`config.mk`:
```
export PLATFORM = sky130hd
export DESIGN_NAME = response_tracker_pe
export DESIGN_NICKNAME = d
export VERILOG_FILES = /design/src/rtl/periph_interco_pkg.sv /design/src/rtl/resp_idx_fifo.sv /design/src/rtl/response_tracker_pe.sv
export SDC_FILE = /design/constraint.sdc
export NUM_CORES = 1
export LEC_CHECK = 0
export BUFFER_PORTS_ARGS = -buffer_cell sky130_fd_sc_hd__buf_2
export CORE_AREA = 2 2 227 229
export DETAILED_ROUTE_END_ITERATION = 12
export DIE_AREA = 0 0 229 231
export PLACE_DENSITY_LB_ADDON = 0.25
export SYNTH_ARGS = -nofsm -noshare
export SYNTH_HDL_FRONTEND = slang
export SYNTH_SLANG_ARGS = --single-unit
```
`constraint.sdc`:
```
create_clock -name clk -period 4.7 [get_ports clk]
set_clock_uncertainty 0.1 [all_clocks]
set_input_delay 1.175 -clock clk [delete_from_list [all_inputs] [get_ports clk]]
set_output_delay 1.175 -clock clk [all_outputs]
set_load 0.02 [all_outputs]
```
`src/rtl/periph_interco_pkg.sv`:
```
// rtl/periph_interco_pkg.sv - shared types and helpers for the peripheral interconnect
package periph_interco_pkg;

  localparam int RESP_DATA_WIDTH = 32;

  typedef struct packed {
    logic [RESP_DATA_WIDTH-1:0] rdata;
    logic                       opc;
  } resp_t;

  // Out-of-range slave indexes fold onto the last peripheral port.
  function automatic int clamp_idx(input int idx, input int n_slave);
    return (idx > n_slave - 1) ? n_slave - 1 : idx;
  endfunction

endpackage

```
`src/rtl/resp_idx_fifo.sv`:
```
// rtl/resp_idx_fifo.sv - slave-index FIFO with wrap-at-DEPTH pointers and occupancy counter
module resp_idx_fifo #(
  parameter int DEPTH = 4,
  parameter int WIDTH = 4
) (
  input  logic                         clk,
  input  logic                         rst,
  input  logic                         push_i,
  input  logic [WIDTH-1:0]             data_i,
  input  logic                         pop_i,
  output logic [WIDTH-1:0]             head_o,
  output logic                         empty_o,
  output logic                         full_o,
  output logic [$clog2(DEPTH+1)-1:0]   count_o
);

  localparam int PTR_W = $clog2(DEPTH);
  localparam int CNT_W = $clog2(DEPTH + 1);

  logic [WIDTH-1:0] mem_q [DEPTH];
  logic [PTR_W-1:0] wr_ptr_q, wr_ptr_d;
  logic [PTR_W-1:0] rd_ptr_q, rd_ptr_d;
  logic [CNT_W-1:0] cnt_q, cnt_d;
  logic             do_push, do_pop;

  // Explicit compare-and-reset so non-power-of-two depths wrap correctly.
  function automatic logic [PTR_W-1:0] ptr_inc(input logic [PTR_W-1:0] p);
    return (p == PTR_W'(DEPTH - 1)) ? '0 : p + PTR_W'(1);
  endfunction

  assign full_o  = (cnt_q == CNT_W'(DEPTH));
  assign empty_o = (cnt_q == '0);
  assign do_push = push_i && !full_o;
  assign do_pop  = pop_i && !empty_o;
  assign head_o  = mem_q[rd_ptr_q];
  assign count_o = cnt_q;

  always_comb begin
    wr_ptr_d = wr_ptr_q;
    rd_ptr_d = rd_ptr_q;
    cnt_d    = cnt_q;
    if (do_push) wr_ptr_d = ptr_inc(wr_ptr_q);
    if (do_pop)  rd_ptr_d = ptr_inc(rd_ptr_q);
    case ({do_push, do_pop})
      2'b10:   cnt_d = cnt_q + CNT_W'(1);
      2'b01:   cnt_d = cnt_q - CNT_W'(1);
      default: cnt_d = cnt_q;
    endcase
  end

  always_ff @(posedge clk or posedge rst) begin
    if (rst) begin
      wr_ptr_q <= '0;
      rd_ptr_q <= '0;
      cnt_q    <= '0;
    end else begin
      wr_ptr_q <= wr_ptr_d;
      rd_ptr_q <= rd_ptr_d;
      cnt_q    <= cnt_d;
    end
  end

  always_ff @(posedge clk) begin
    if (do_push) mem_q[wr_ptr_q] <= data_i;
  end

endmodule

```
`src/rtl/response_tracker_pe.sv`:
```
// rtl/response_tracker_pe.sv - in-order response return path per master; RESP_ERR_EN adds sticky err_o
module response_tracker_pe
  import periph_interco_pkg::*;
#(
  parameter int N_SLAVE         = 16,
  parameter int DATA_WIDTH      = 32,
  parameter int MAX_OUTSTANDING = 4,
  parameter int LOG_SLAVE       = $clog2(N_SLAVE)
) (
  input  logic                                  clk,
  input  logic                                  rst,
  input  logic                                  req_fire_i,
  input  logic [LOG_SLAVE-1:0]                  req_slave_i,
  output logic                                  full_o,
  output logic [$clog2(MAX_OUTSTANDING+1)-1:0]  outstanding_o,
  input  logic [N_SLAVE-1:0]                    slave_r_valid_i,
  input  logic [N_SLAVE*DATA_WIDTH-1:0]         slave_r_rdata_i,
  input  logic [N_SLAVE-1:0]                    slave_r_opc_i,
  output logic                                  r_valid_o,
  output logic [DATA_WIDTH-1:0]                 r_rdata_o,
  output logic                                  r_opc_o
`ifdef RESP_ERR_EN
  ,
  output logic                                  err_o
`endif
);

  logic [LOG_SLAVE-1:0]  push_idx;
  logic [LOG_SLAVE-1:0]  head_idx;
  logic                  fifo_empty;
  logic                  fifo_full;
  logic                  pop;
  logic [DATA_WIDTH-1:0] rdata_arr [N_SLAVE];
  resp_t                 resp_d, resp_q;
  logic                  valid_d, valid_q;

  assign push_idx = LOG_SLAVE'(clamp_idx(int'(req_slave_i), N_SLAVE));

  resp_idx_fifo #(
    .DEPTH (MAX_OUTSTANDING),
    .WIDTH (LOG_SLAVE)
  ) u_fifo (
    .clk     (clk),
    .rst     (rst),
    .push_i  (req_fire_i),
    .data_i  (push_idx),
    .pop_i   (pop),
    .head_o  (head_idx),
    .empty_o (fifo_empty),
    .full_o  (fifo_full),
    .count_o (outstanding_o)
  );

  for (genvar s = 0; s < N_SLAVE; s++) begin : g_rdata
    assign rdata_arr[s] = slave_r_rdata_i[s*DATA_WIDTH +: DATA_WIDTH];
  end

  // Only the slave at the FIFO head may complete; everything else is dropped.
  assign pop = !fifo_empty && slave_r_valid_i[head_idx];

  // DATA_WIDTH is expected not to exceed RESP_DATA_WIDTH of the shared response type.
  always_comb begin
    valid_d = pop;
    resp_d  = resp_q;
    if (pop) begin
      resp_d.rdata = RESP_DATA_WIDTH'(rdata_arr[head_idx]);
      resp_d.opc   = slave_r_opc_i[head_idx];
    end
  end

  always_ff @(posedge clk or posedge rst) begin
    if (rst) begin
      valid_q <= 1'b0;
      resp_q  <= '0;
    end else begin
      valid_q <= valid_d;
      resp_q  <= resp_d;
    end
  end

  assign full_o    = fifo_full;
  assign r_valid_o = valid_q;
  assign r_rdata_o = resp_q.rdata[DATA_WIDTH-1:0];
  assign r_opc_o   = resp_q.opc;

`ifdef RESP_ERR_EN
  logic [N_SLAVE-1:0] head_mask;
  logic               err_event;
  logic               err_d, err_q;

  always_comb begin
    head_mask           = '0;
    head_mask[head_idx] = 1'b1;
    err_event = (req_fire_i && fifo_full) ||
                (fifo_empty ? (|slave_r_valid_i) : (|(slave_r_valid_i & ~head_mask)));
    err_d     = err_q | err_event;
  end

  always_ff @(posedge clk or posedge rst) begin
    if (rst) err_q <= 1'b0;
    else     err_q <= err_d;
  end

  assign err_o = err_q;
`endif

endmodule

```
==> results of run 1 <==
## how the worst max path moves through the flow
stage                                    from                            end  depth (start not counted)
3_5_place_dp   u_fifo.rd_ptr_q[0]$_DFFE_PP0P_      r_rdata_o[26]$_DFFE_PP0P_                          7
6_report       u_fifo.rd_ptr_q[0]$_DFFE_PP0P_      r_rdata_o[26]$_DFFE_PP0P_                          7
4_1_cts        u_fifo.rd_ptr_q[0]$_DFFE_PP0P_      r_rdata_o[26]$_DFFE_PP0P_                          7
2_1_floorplan  u_fifo.rd_ptr_q[0]$_DFFE_PP0P_  u_fifo.count_o[2]$_DFFE_PP0P_                         14
3_3_place_gp   u_fifo.rd_ptr_q[0]$_DFFE_PP0P_      r_rdata_o[26]$_DFFE_PP0P_                          7
5_1_grt        u_fifo.rd_ptr_q[0]$_DFFE_PP0P_  u_fifo.count_o[2]$_DFFE_PP0P_                         11
## cells in the final DEF (no fill, tap or decap), types with 2 or more instances in the layout
cell	n
nor2_1	3
a211oi_2	2
mux4_4	4
nor2b_1	34
a21oi_1	33
clkbuf_16	9
mux4_2	134
clkinv_4	2
nand2_1	2
mux2_4	29
inv_1	6
mux2i_1	39
buf_12	2
mux2_2	6
ha_1	6
dfrtp_1	41
diode_2	5
inv_6	4
buf_2	588
xor2_1	2
edfxtp_1	16
and2_1	4
a211oi_1	31
buf_4	7
o21ai_0	2
## state kept, by name, summed over array words and instances (netlist names)
signal           cells
u_fifo.rd_ptr_q      2
r_opc_o              1
r_rdata_o           32
u_fifo.mem_q        16
u_fifo.wr_ptr_q      2
u_fifo.count_o       3
r_valid_o            1
## power by group through the flow
stage / clock [uW] / sequential [uW] / combinational (uW)
detailed placement: 0 / 921 / 5900
global placement: 0 / 927 / 5850
floorplan: 0 / 1080 / 4460
CTS: 724 / 920 / 5910
finish: 678 / 914 / 5760
global route: 736 / 944 / 6260
## final cells by class
type	instances	area [um^2]	share of cell area [%]
multi-input cells	340	4890	46.1
repair buffers	597	3040	28.6
flip-flops and latches	57	1510	14.2
well taps	680	851	8.02
clock buffers	9	225	2.12
clock inverters	7	60.1	0.566
inverters	7	26.3	0.248
diodes	5	12.5	0.118
## metal layers
layer	global-route usage (%)	wire (um)
met4	4.26	766
met1	14.6	13400
met5	0	26
met2	21.1	16500
met3	4.13	2790
## metrics by stage
| step | hold WS (ps) | cells | power [uW] | instance area [um^2] |
|---|---|---|---|---|
| global placement | 389 | 1681 | 6780 | 10300 |
| detailed placement | 393 | 1681 | 6820 | 10300 |
| finish | 406 | 1702 | 7350 | 10600 |
| CTS | 411 | 1697 | 7560 | 10600 |
| floorplan | 473 | 456 | 5540 | 6750 |
| global route | 430 | 1698 | 7940 | 10600 |
## worst max-delay path: stages (launching register included)
cell and delay [ps]:
dfrtp_1 540, mux4_4 870, mux2i_1 180, nor3b_1 250, a2111oi_2 100, a211oi_4 280
buf_4 660, mux2_2 410
## cells by family after synthesis
| group | Yosys count | synth area share, % |
|---|---|---|
| xor gates and xnor gates | 3 | 0.390 |
| muxes | 212 | 59.3 |
| DFF | 57 | 22.3 |
| and+or+nand+nor | 47 | 4.17 |
| buffers and inverters | 59 | 5.32 |
| adders and majority gates | 7 | 1.41 |
| AOI/OAI and AO/OA | 71 | 7.07 |
==> metrics, run 1 <==
EDFF count, synth=16; row count=between 80 and 90; first-pass GRT wire length=48,000 um; Post-Syn Nets=between 1k and 1.5k; Clock Path Buffers=2; Fmax=282 MHz; top post-synthesis cells by count=mux4_2, dfrtp_1, mux2i_1, nor2b_1, a21oi_1; Final period util=between 70 and 80%; status=finished clean; Synth async-reset ratio=between 70 and 80%; minimum setup slack in the final design=1160 ps; Final Hold Viols=0; drt drc=0; GRT Total Usage=roughly an eighth; Syn-to-layout area delta=57.2%; Worst-path clk slew=60 ps; Logic pwr share=78.3%; synthesized cell area=roughly 6700 um^2; worst hold endpoint=r_rdata_o[3]$_DFFE_PP0P_; setup TNS=0 ps; # H-tree levels=3; fillcell total=5,600; leading cell type by number of instances after synthesis=mux4_2; Initial DRC Count=approximately 200; WL/cell=just under 20 um; CP Capture Type=flip-flop; DRT Wirelength=between 30,000 and 40,000 um; Pre-antenna DRT Iters=6; Distinct cells, synth=32; Placer Congestion=just over 0.9; Cells after Synth=approximately 460; DP Worst Slack=around 1100 ps; TritonCTS buffer count=9; antenna violations before repair=7; Routed Antenna Nets=0; maxcap violations=0; r2r startpoint=u_fifo.rd_ptr_q[0]$_DFFE_PP0P_; internal reg-to-reg setup slack=between 1000 and 1500 ps; Post-CTS Hold Buffers=0; Top FF cell, synth=dfrtp_1; maximum number of pins on one net before global-route repair=66; switching share of power=a little over two fifths; vias in the first global route=approximately 7.5k; die width=around 230 um; synth top area cells=mux4_2, dfrtp_1, edfxtp_1, mux2_4, mux2i_1; # IOs=589; post-synth top area share=between 40 and 50%; Worst EP arrival=between 3000 and 4000 ps; power per cell area=approximately 690 nW/um^2; RSZ-0062 raised after global routing=no; nets=1,570; core area=50,700 um^2; internal power=a little over 4000 uW; CP Class=reg -> reg; worst hold start=r_rdata_o[3]$_DFFE_PP0P_; Avg Inst Size Synth=14.8 um^2; Hold Crit Depth=1; Hold Path Class=reg -> reg; worst r2r path cells=7; # setup viols final=0; area leader, netlist=mux4_2; Die Y=231 um; leakage=0.00480 uW; Worst Tran Pin Value=~920 ps; PostCTS Resize Cnt=0; die area=between 50,000 and 60,000 um^2; startpoint class of the critical path=flip-flop; drt via density=just over 4; Pins Over Slew Limit=0; Final Util=a little over a fifth; Clock Power Share=under 10%; clock root buffer=clkbuf_16; total grt overflow=0; Seq pwr share=approximately 12%; proportion of layout cells with a drive suffix above 1=77.8%; yosys warns=0; DP HPWL=around 28,000 um; clock sinks=57; Peak supply drop=approximately 0.00069 V; CTS tree=built; Post-CTS Setup Bufs=0; FF+latch count, synth=57; clk_lat worst skew=between 300 and 400 ps; PortBufs=~590; worst path required time=approximately 4900 ps; initial core utilization=approximately an eighth; DR vias=6,891; post-synthesis sequential area ratio=between 20% and 30%; Final min period=about 3500 ps; maximum fanout along the worst path=36; worst reg2reg path endpoint=r_rdata_o[26]$_DFFE_PP0P_; Rel. slew slack=38.9%; sw power=between 3000 and 4000 uW
Note: power is estimated with default switching activity, not from simulation.
==> inputs of run 2 (changes only) <==
--- a/config.mk
+++ b/config.mk
@@ -5,10 +5,11 @@
 export SDC_FILE = /design/constraint.sdc
 export NUM_CORES = 1
 export LEC_CHECK = 0
+export ABC_AREA = 1
 export BUFFER_PORTS_ARGS = -buffer_cell sky130_fd_sc_hd__buf_2
-export CORE_AREA = 2 2 227 229
+export CORE_AREA = 2 2 232 234
 export DETAILED_ROUTE_END_ITERATION = 12
-export DIE_AREA = 0 0 229 231
+export DIE_AREA = 0 0 234 236
 export PLACE_DENSITY_LB_ADDON = 0.25
 export SYNTH_ARGS = -nofsm -noshare
 export SYNTH_HDL_FRONTEND = slang
==> constraint.sdc (replaced) <==
create_clock -name clk -period 3.26 [get_ports clk]
set_clock_uncertainty 0.1 [all_clocks]
set_input_delay 0.815 -clock clk [delete_from_list [all_inputs] [get_ports clk]]
set_output_delay 0.815 -clock clk [all_outputs]
set_load 0.02 [all_outputs]
==> run 2 against run 1 <==
Net effect: count of clock-buffer cells in the layout unchanged; clock power grew 65%; flip-flop and latch count did not move; via count is 70% higher; global-route usage is 4.8 points higher; highest routed layer unchanged.
==> metrics, run 2 <==
CP Class=reg -> reg; most common cell after layout, fill and taps aside=buf_2; Hold Path Class=reg -> reg; worst hold endpoint=r_rdata_o[23]$_DFFE_PP0P_; setup TNS=0 ps; antenna violations before repair=9; # H-tree levels=3; r2r startpoint=u_fifo.rd_ptr_q[1]$_DFFE_PP0P_; Pre-antenna DRT Iters=5; yosys warns=0; Final period util=roughly nine tenths; switching share of power=about 63%; Fmax=approximately 350 MHz; maximum fanout along the worst path=17; total grt overflow=0; PortBufs=a little under 600; post-synth top area share=about a fifth; Post-Syn Nets=between 2k and 2.5k; drt via density=between 4 and 5; synth top area cells=nand2_1, o211ai_1, nand3_1, dfrtp_1, inv_1; post-synthesis sequential area ratio=between 10% and 20%; Pins Over Slew Limit=0; Rel. slew slack=about 39%; worst r2r path cells=15; area leader, netlist=nand2_1; RSZ-0062 raised after global routing=no; Clock Power Share=8.1%; Distinct cells, synth=29; most frequent cells in the layout=buf_2, nand2_1, nand3_1, inv_1, o211ai_1; top post-synthesis cells by count=nand2_1, nand3_1, inv_1, o211ai_1, buf_2; die area=around 55,000 um^2; area of the multi-input gates=just over 5000 um^2; leading cell type by number of instances after synthesis=nand2_1; Die Y=236 um; Initial DRC Count=570; core area=53,100 um^2; power per cell area=~1200 nW/um^2; clock root buffer=clkbuf_16; status=finished clean; synthesized cell area=just over 8000 um^2; initial core utilization=between 10% and 20%; Placed Area=between 10,000 and 15,000 um^2; internal power=between 5000 and 6000 uW; CP max stage delay=between 400 and 500 ps; # IOs=589; Top FF cell, synth=dfrtp_1; Avg Inst Size Synth=between 5 and 6 um^2; DRT Wirelength=~50,000 um; GRT Total Usage=17.2%; clock sinks=between 50 and 60; sum of buffers and inverters on the critical path=2; internal reg-to-reg setup slack=370 ps; Post-CTS Setup Bufs=0; Placer Congestion=0.868; vias in the first global route=about 11k; max FFs per register=32; die width=~230 um; Final min period=2890 ps; CP Cell Sequence=inv_2, nand3_4, nand2_8, nand2_1, nand3_1, nand3_1, nand3_2, nand2_1, nor2_4, ha_1, inv_1, fa_1, a21oi_1, o21ai_0, xor2_1; FF+latch count, synth=57; maxcap violations=0; Synth async-reset ratio=between 70% and 80%; Final Hold Viols=0; Routed Antenna Nets=0; EDFF count, synth=16; first-pass GRT wire length=69,500 um; worst path required time=3390 ps; startpoint class of the critical path=flip-flop; fillcell total=between 6k and 7k; drt drc=0; delay-heaviest family, CP=simple AND/OR/NAND/NOR gates; Post-CTS Hold Buffers=0; WL/cell=~19 um; Cells after Synth=~1.4k; TritonCTS buffer count=9; Peak supply drop=about 0.0012 V; DR vias=~12k; CTS tree=built; row count=between 80 and 90; Worst-path clk slew=~60 ps; sw power=between 8000 and 9000 uW; Logic pwr share=between 80% and 90%; DP HPWL=38,500 um; leakage=between 0.006 and 0.007 uW; PostCTS Resize Cnt=0; Worst EP arrival=3020 ps; Syn-to-layout area delta=46.7%; maximum number of pins on one net before global-route repair=about 200; Seq pwr share=around a tenth; worst reg2reg path endpoint=u_fifo.count_o[2]$_DFFE_PP0P_; Worst Tran Pin Value=roughly 910 ps; # setup viols final=0; final instance area=12,000 um^2; Critical-path top delay cell=dfrtp_1; nets=around 2.5k; proportion of layout cells with a drive suffix above 1=around 33%; worst hold start=r_rdata_o[23]$_DFFE_PP0P_; Clock Path Buffers=2; sequential standard cell area=1510 um^2; Hold Crit Depth=2; clk_lat worst skew=350 ps; CP Capture Type=flip-flop
==> run 2: per-layer routing <==
metal / share of wire [%] / track usage, % / up-vias
li1: - / - / 5787
met3: 8.0 / 3.80 / 50
met4: 1.9 / 4.20 / 6
met1: 44 / 22.7 / 5364
met5: 0.071 / 0 / -
met2: 46 / 28.1 / 474
==> run 2: layout make-up <==
class | count | area share, %
antenna | 5 | 0.104
clock buffer | 9 | 1.87
clock inverter | 7 | 0.853
inverter | 251 | 7.84
multi-input combinational | 1022 | 43.2
sequential | 57 | 12.5
tap | 696 | 7.24
timing repair buffer | 611 | 26.4
==> run 2: kinds of logic after synthesis <==
group | share of synthesized area [%]
DFF | 18.4
AOI/OAI and AO/OA | 22.9
buffers and inverters | 18.8
adders and majority gates | 1.16
xor gates and xnor gates | 0.214
and+or+nand+nor | 38.6
==> run 2: through the flow <==
stage	util (%)	hold WS, ps	setup slack [ps]	total power (uW)	instances
after floorplan	-	478	446	9160	1449
after global placement	22.0	360	209	12900	2637
after detailed placement	22.0	359	229	13000	2637
after CTS	22.6	378	231	14200	2653
after global routing	22.7	394	53.5	15400	2654
final	22.7	374	375	13900	2658
==> run 2: worst max path at each step <==
stage	start	to	slack (ps)	cells past startpoint
after floorplan	u_fifo.rd_ptr_q[0]$_DFFE_PP0P_	u_fifo.count_o[2]$_DFFE_PP0P_	450	13
after detailed placement	u_fifo.rd_ptr_q[1]$_DFFE_PP0P_	u_fifo.count_o[2]$_DFFE_PP0P_	230	15
final	u_fifo.rd_ptr_q[1]$_DFFE_PP0P_	u_fifo.count_o[2]$_DFFE_PP0P_	370	15
after CTS	u_fifo.rd_ptr_q[1]$_DFFE_PP0P_	u_fifo.count_o[2]$_DFFE_PP0P_	230	15
after global routing	u_fifo.rd_ptr_q[0]$_DFFE_PP0P_	u_fifo.count_o[2]$_DFFE_PP0P_	50	16
after global placement	u_fifo.rd_ptr_q[1]$_DFFE_PP0P_	u_fifo.count_o[2]$_DFFE_PP0P_	210	15
==> run 2: power groups by stage <==
| stage | combinational [uW] | clock (uW) | sequential [uW] |
|---|---|---|---|
| floorplan | 7630 | 0 | 1530 |
| finish | 11500 | 1120 | 1300 |
| detailed placement | 11700 | 0 | 1320 |
| global placement | 11600 | 0 | 1320 |
| CTS | 11700 | 1180 | 1310 |
| global route | 12900 | 1210 | 1340 |
==> run 2: tightest hold or removal path, cell delays in order (launching register included) <==
cell and delay (ps):
dfrtp_1 340, nand2_1 50, nand2_1 60
